==> src/rtl/nr4sd_seq_multiplier.sv <==
// Iterative signed radix-4 multiplier: recodes a one digit per cycle (Modified Booth
// or NR4SD- with an MB top digit) and accumulates digit*b into a 2N-bit product.
module nr4sd_seq_multiplier #(
    parameter int N = 16
) (
    input  logic           clk,
    input  logic           rst,
    input  logic           start,
    input  logic           mode,
    input  logic [N-1:0]   a,
    input  logic [N-1:0]   b,
    output logic           busy,
    output logic           done,
    output logic [2*N-1:0] p,
    output logic [2:0]     digit
);
    localparam int D  = N / 2;
    localparam int JW = (D > 1) ? $clog2(D) : 1;

    typedef enum logic [1:0] {IDLE, RUN, DONE} state_t;

    state_t           state, state_nxt;
    logic [N-1:0]     a_sh;
    logic [2*N-1:0]   b_sh;
    logic [2*N-1:0]   acc;
    logic [2*N-1:0]   pp;
    logic             mode_r;
    logic             carry;
    logic             prev;
    logic [JW-1:0]    j;

    logic             last;
    logic             a0, a1;
    logic             np, nm, c1, carry_nxt, mb_in;
    logic [2:0]       d;

    assign last = (j == JW'(D - 1));
    assign a0   = a_sh[0];
    assign a1   = a_sh[1];

    // NR4SD- digit pair from two half-adder stages; MB formula is reused for the top digit
    always_comb begin
        np        = a0 ^ carry;
        c1        = a0 & carry;
        nm        = a1 ^ c1;
        carry_nxt = a1 | c1;
        mb_in     = mode_r ? carry : prev;
        d         = 3'b000;
        if (mode_r && !last) begin
            case ({nm, np})
                2'b00:   d = 3'b000;
                2'b01:   d = 3'b001;
                2'b10:   d = 3'b110;
                default: d = 3'b111;
            endcase
        end else begin
            case ({a1, a0, mb_in})
                3'b000:  d = 3'b000;
                3'b001:  d = 3'b001;
                3'b010:  d = 3'b001;
                3'b011:  d = 3'b010;
                3'b100:  d = 3'b110;
                3'b101:  d = 3'b111;
                3'b110:  d = 3'b111;
                default: d = 3'b000;
            endcase
        end
    end

    // b_sh already carries the 4^j weight, so wrap-around in 2N bits is exact
    always_comb begin
        pp = '0;
        case (d)
            3'b001:  pp = b_sh;
            3'b010:  pp = b_sh << 1;
            3'b111:  pp = -b_sh;
            3'b110:  pp = -(b_sh << 1);
            default: pp = '0;
        endcase
    end

    always_comb begin
        state_nxt = state;
        case (state)
            IDLE:    if (start) state_nxt = RUN;
            RUN:     if (last)  state_nxt = DONE;
            DONE:    state_nxt = start ? RUN : IDLE;
            default: state_nxt = IDLE;
        endcase
    end

    always_ff @(posedge clk or posedge rst) begin
        if (rst) begin
            state  <= IDLE;
            a_sh   <= '0;
            b_sh   <= '0;
            acc    <= '0;
            p      <= '0;
            mode_r <= 1'b0;
            carry  <= 1'b0;
            prev   <= 1'b0;
            j      <= '0;
        end else begin
            state <= state_nxt;
            if (state != RUN) begin
                if (start) begin
                    a_sh   <= a;
                    b_sh   <= {{N{b[N-1]}}, b};
                    mode_r <= mode;
                    carry  <= 1'b0;
                    prev   <= 1'b0;
                    acc    <= '0;
                    j      <= '0;
                end
            end else begin
                acc   <= acc + pp;
                a_sh  <= {2'b00, a_sh[N-1:2]};
                b_sh  <= b_sh << 2;
                prev  <= a1;
                carry <= carry_nxt;
                j     <= j + JW'(1);
                if (last) p <= acc + pp;
            end
        end
    end

    assign busy  = (state == RUN);
    assign done  = (state == DONE);
    assign digit = (state == RUN) ? d : 3'b000;

endmodule

==> config.mk <==
export PLATFORM = sky130hd
export DESIGN_NAME = nr4sd_seq_multiplier
export DESIGN_NICKNAME = d
export VERILOG_FILES = /design/src/rtl/nr4sd_seq_multiplier.sv
export SDC_FILE = /design/constraint.sdc
export NUM_CORES = 1
export LEC_CHECK = 0
export CAP_MARGIN = 20
export CORE_MARGIN = 4
export CORE_UTILIZATION = 40
export CTS_CLUSTER_DIAMETER = 30
export CTS_CLUSTER_SIZE = 30
export DETAILED_ROUTE_END_ITERATION = 16
export GPL_TIMING_DRIVEN = 0
export MAX_ROUTING_LAYER = met4
export PLACE_DENSITY = 0.61
export SLEW_MARGIN = 20
export SYNTH_ARGS = -nofsm -noshare
export SYNTH_HDL_FRONTEND = slang
export SYNTH_SLANG_ARGS = --single-unit
==> constraint.sdc <==
create_clock -name clk -period 4.89 [get_ports clk]
set_input_delay 1.2225 -clock clk [delete_from_list [all_inputs] [get_ports clk]]
set_output_delay 1.2225 -clock clk [all_outputs]
set_load 0.1 [all_outputs]
==> metrics.md <==
| Metric | Value |
|---|---|
| Vias | 8331 |
| Cells on worst reg2reg path | 19 |
| Fin area | 10550 sq um |
| Ys flop type | dfrtp_1 |
| Nature of the critical path endpoint | flop |
| Mapped Cells | 1044 |
| Initial antenna violation count | 0 |
| Clk Latency, worst-skew pair | 430 ps |
| CTS Root Cell | clkbuf_16 |
| CTS H-Tree Depth | 4 |
| Avg Vias per Cell | 5.855 |
| Most common cell after layout, fill and taps aside | o21ai_0 |
| Syn Std Cell Area | 8393 sq um |
| Longest Clk Path Bufs | 2 |
| Share of cells above drive strength 1 | 0.1240 |
| Vias in the first global route | 7987 |
| HP Class | flop to flop |
| Die Y | 152.9 microns |
| Startpoint Class | flop |
| Final setup margin | 169.8 ps |
| Ys async rst share | 1.000 |
| Worst Clk Skew | 9.148 ps |
| Syn. warnings | 0 |
| Overall Global Routing Usage | 0.2376 |
| CTS buffer count | 17 |
| Drt total wl | 27110 microns |
| Dominant cells by area after synthesis | dfrtp_1, o21ai_0, nand2_1, ha_1, mux2i_1 |
| Number of iterations in the first detailed-routing pass | 5 |
| DIE WIDTH | 152.9 microns |
| Synth area leader | dfrtp_1 |
| Nets | 1213 |
| Hold Buf Count CTS | 0 |
| Final hold violation count | 0 |
| Fin crit share | 0.9653 |
| Kind of critical path | flop to flop |
| Largest net degree at the start of global routing | 78 |
| Syn Nets | 1117 |
| Slew Limit Headroom | 0.3419 |
| Max FO, Critical Path | 6 |
| Ant. Diodes | 0 |
| Post-DP Area | 9474 sq um |
| Minimum clock period | 4720 ps |
| Worst R2R Setup Slack | 170 ps |
| Finished Core Util | 0.5164 |
| CTS tree | built |
| DRT antenna net count | 0 |
| Max Cap Viol | 0 |
| EDFF count, synth | 0 |
| Core region area | 20430 sq um |
| Cell row count | 52 |
| Slew @ Worst Pin | 987.1 ps |
| Status | complete, no violations |
| # DRC | 0 |
| GP Congestion | 0.9188 |
| Avg WL per Cell | 19.05 microns |
| Clock Pin Slew Worst Setup and Hold Paths | 60 ps |
| Drt initial violations | 715 |
| Gr ovfl total | 0 |
| I/O pins | 73 |
| Max-slew violation count | 0 |
| Place WS | -1092 ps |
| CP arrival | 5040 ps |
| Register area share after synthesis | 0.3578 |
| Share of the synthesized area in the top cell type | 0.3578 |
| CP Data Required Time | 5210 ps |
| Synth unique cells | 72 |
| Hold depth | 2 |
| FF+latch count, synth | 120 |
| Detailed Place HPWL | 19790 microns |
| Mapped Avg Cell Area | 8.039 sq um |
| Commonest non-fill, non-tap cells in the layout | o21ai_0, nand2_1, dfrtp_1, nor2_1, clkdlybuf4s50_1 |
| Die area | 23360 sq um |
| Fmax | 211.9 MHz |
| Clk sinks | 120 |
| Setup TNS | 0 ps |
| Final setup vio count | 0 |
| First-pass GRT wire length | 43460 microns |
| Layout area overhead | 25.70% |
| # port buffers | 71 |
| Starting Density | 0.4108 |
## final cells by class
class                           instances  area, sq um
Fill cell                            2037         9879
Multi-Input combinational cell        830         5376
Sequential cell                       120         3007
Timing Repair Buffer                   83        823.3
Clock buffer                           19        452.9
Tap cell                              270        337.8
Buffer                                 70        311.5
Clock inverter                         13        168.9
Inverter                               18        72.57
## final timing paths
kind                         start        to
hold / removal               p[13]     p[13]
hold reg to reg              p[13]     p[13]
min in group asynchronous      rst  a_sh[15]
setup reg to reg           b_sh[1]   acc[31]
setup / recovery           b_sh[1]   acc[31]
max in group asynchronous      rst   acc[13]
## stage by stage
stage	cells	hold slack [ps]
after floorplan	1044	449.2
after global placement	1385	462.4
after detailed placement	1386	469.2
after CTS	1421	482.9
after global routing	1423	497.0
final	1423	476.1
## routing by layer
layer,track usage,routed length [microns],vias up,share of wire
li1,-,-,3999,-
met1,0.3275,12520,3970,0.46
met2,0.3538,11970,301,0.44
met3,0.03223,1686,61,0.062
met4,0.09843,928,0,0.034
met5,-,0,-,0
## cell families (layout without fill, tap and decap cells)
family,count (synthesis),after routing,synth area share
flip-flops,120,120,0.3578
XOR/XNOR,22,22,0.02296
buffers and inverters,94,203,0.04338
multiplexers,38,38,0.04577
AO/OA/AOI/OAI,365,365,0.2613
AND/OR/NAND/NOR,368,368,0.2127
adder cells (fa/ha/maj),37,37,0.05605
## flip-flops by register name (all words and copies together) (netlist names)
name / flops
mode_r: 1
carry: 1
state: 2
p: 32
prev: 1
b_sh: 32
acc: 32
a_sh: 16
j: 3
## what timing repair did
| action | in CTS | in global routing |
|---|---|---|
| resized for setup | 58 | 55 |
| endpoints found under the setup margin | 52 | 41 |
| buffers inserted | 5 | 6 |
| pin swaps | 5 | 11 |
## cells in the mapped netlist, types with 4 or more instances
master,instances
a22oi_1,26
ha_1,36
o211ai_1,6
xor2_1,12
nor3b_1,4
nand2_1,140
clkbuf_1,69
nor2_1,71
a221o_1,7
mux2i_1,35
a21boi_0,5
o21bai_1,6
o21ai_1,6
o311ai_0,4
o221ai_1,4
nor3_1,16
o31ai_1,6
a31oi_1,10
a21o_1,13
and2_1,9
or4_1,9
or3_1,16
a21oi_1,65
nand3_1,46
dfrtp_1,120
nor2b_1,8
inv_1,16
o21a_1,7
and3_1,6
nand4_1,6
nand2b_1,15
a221oi_1,4
xnor2_1,10
o21ai_0,172
nor4_1,4
## critical path: stages (launching register included)
cell and delay [ps]:
dfrtp_2 440, inv_1 100, ha_4 160, nor3b_4 310, nand4_1 170, or3_4 380
or3_4 370, nor3_2 130, xnor2_1 170, a22oi_1 110, o21ai_2 230, ha_4 260
a21oi_2 190, o21ai_0 140, nor2_1 140, or4b_1 460, o21ai_2 220, o21ai_2 120
or4_1 420, o311ai_1 90
Power is not shown: default switching activity piles up to over one toggle a cycle in this logic, so the estimate is an artifact.
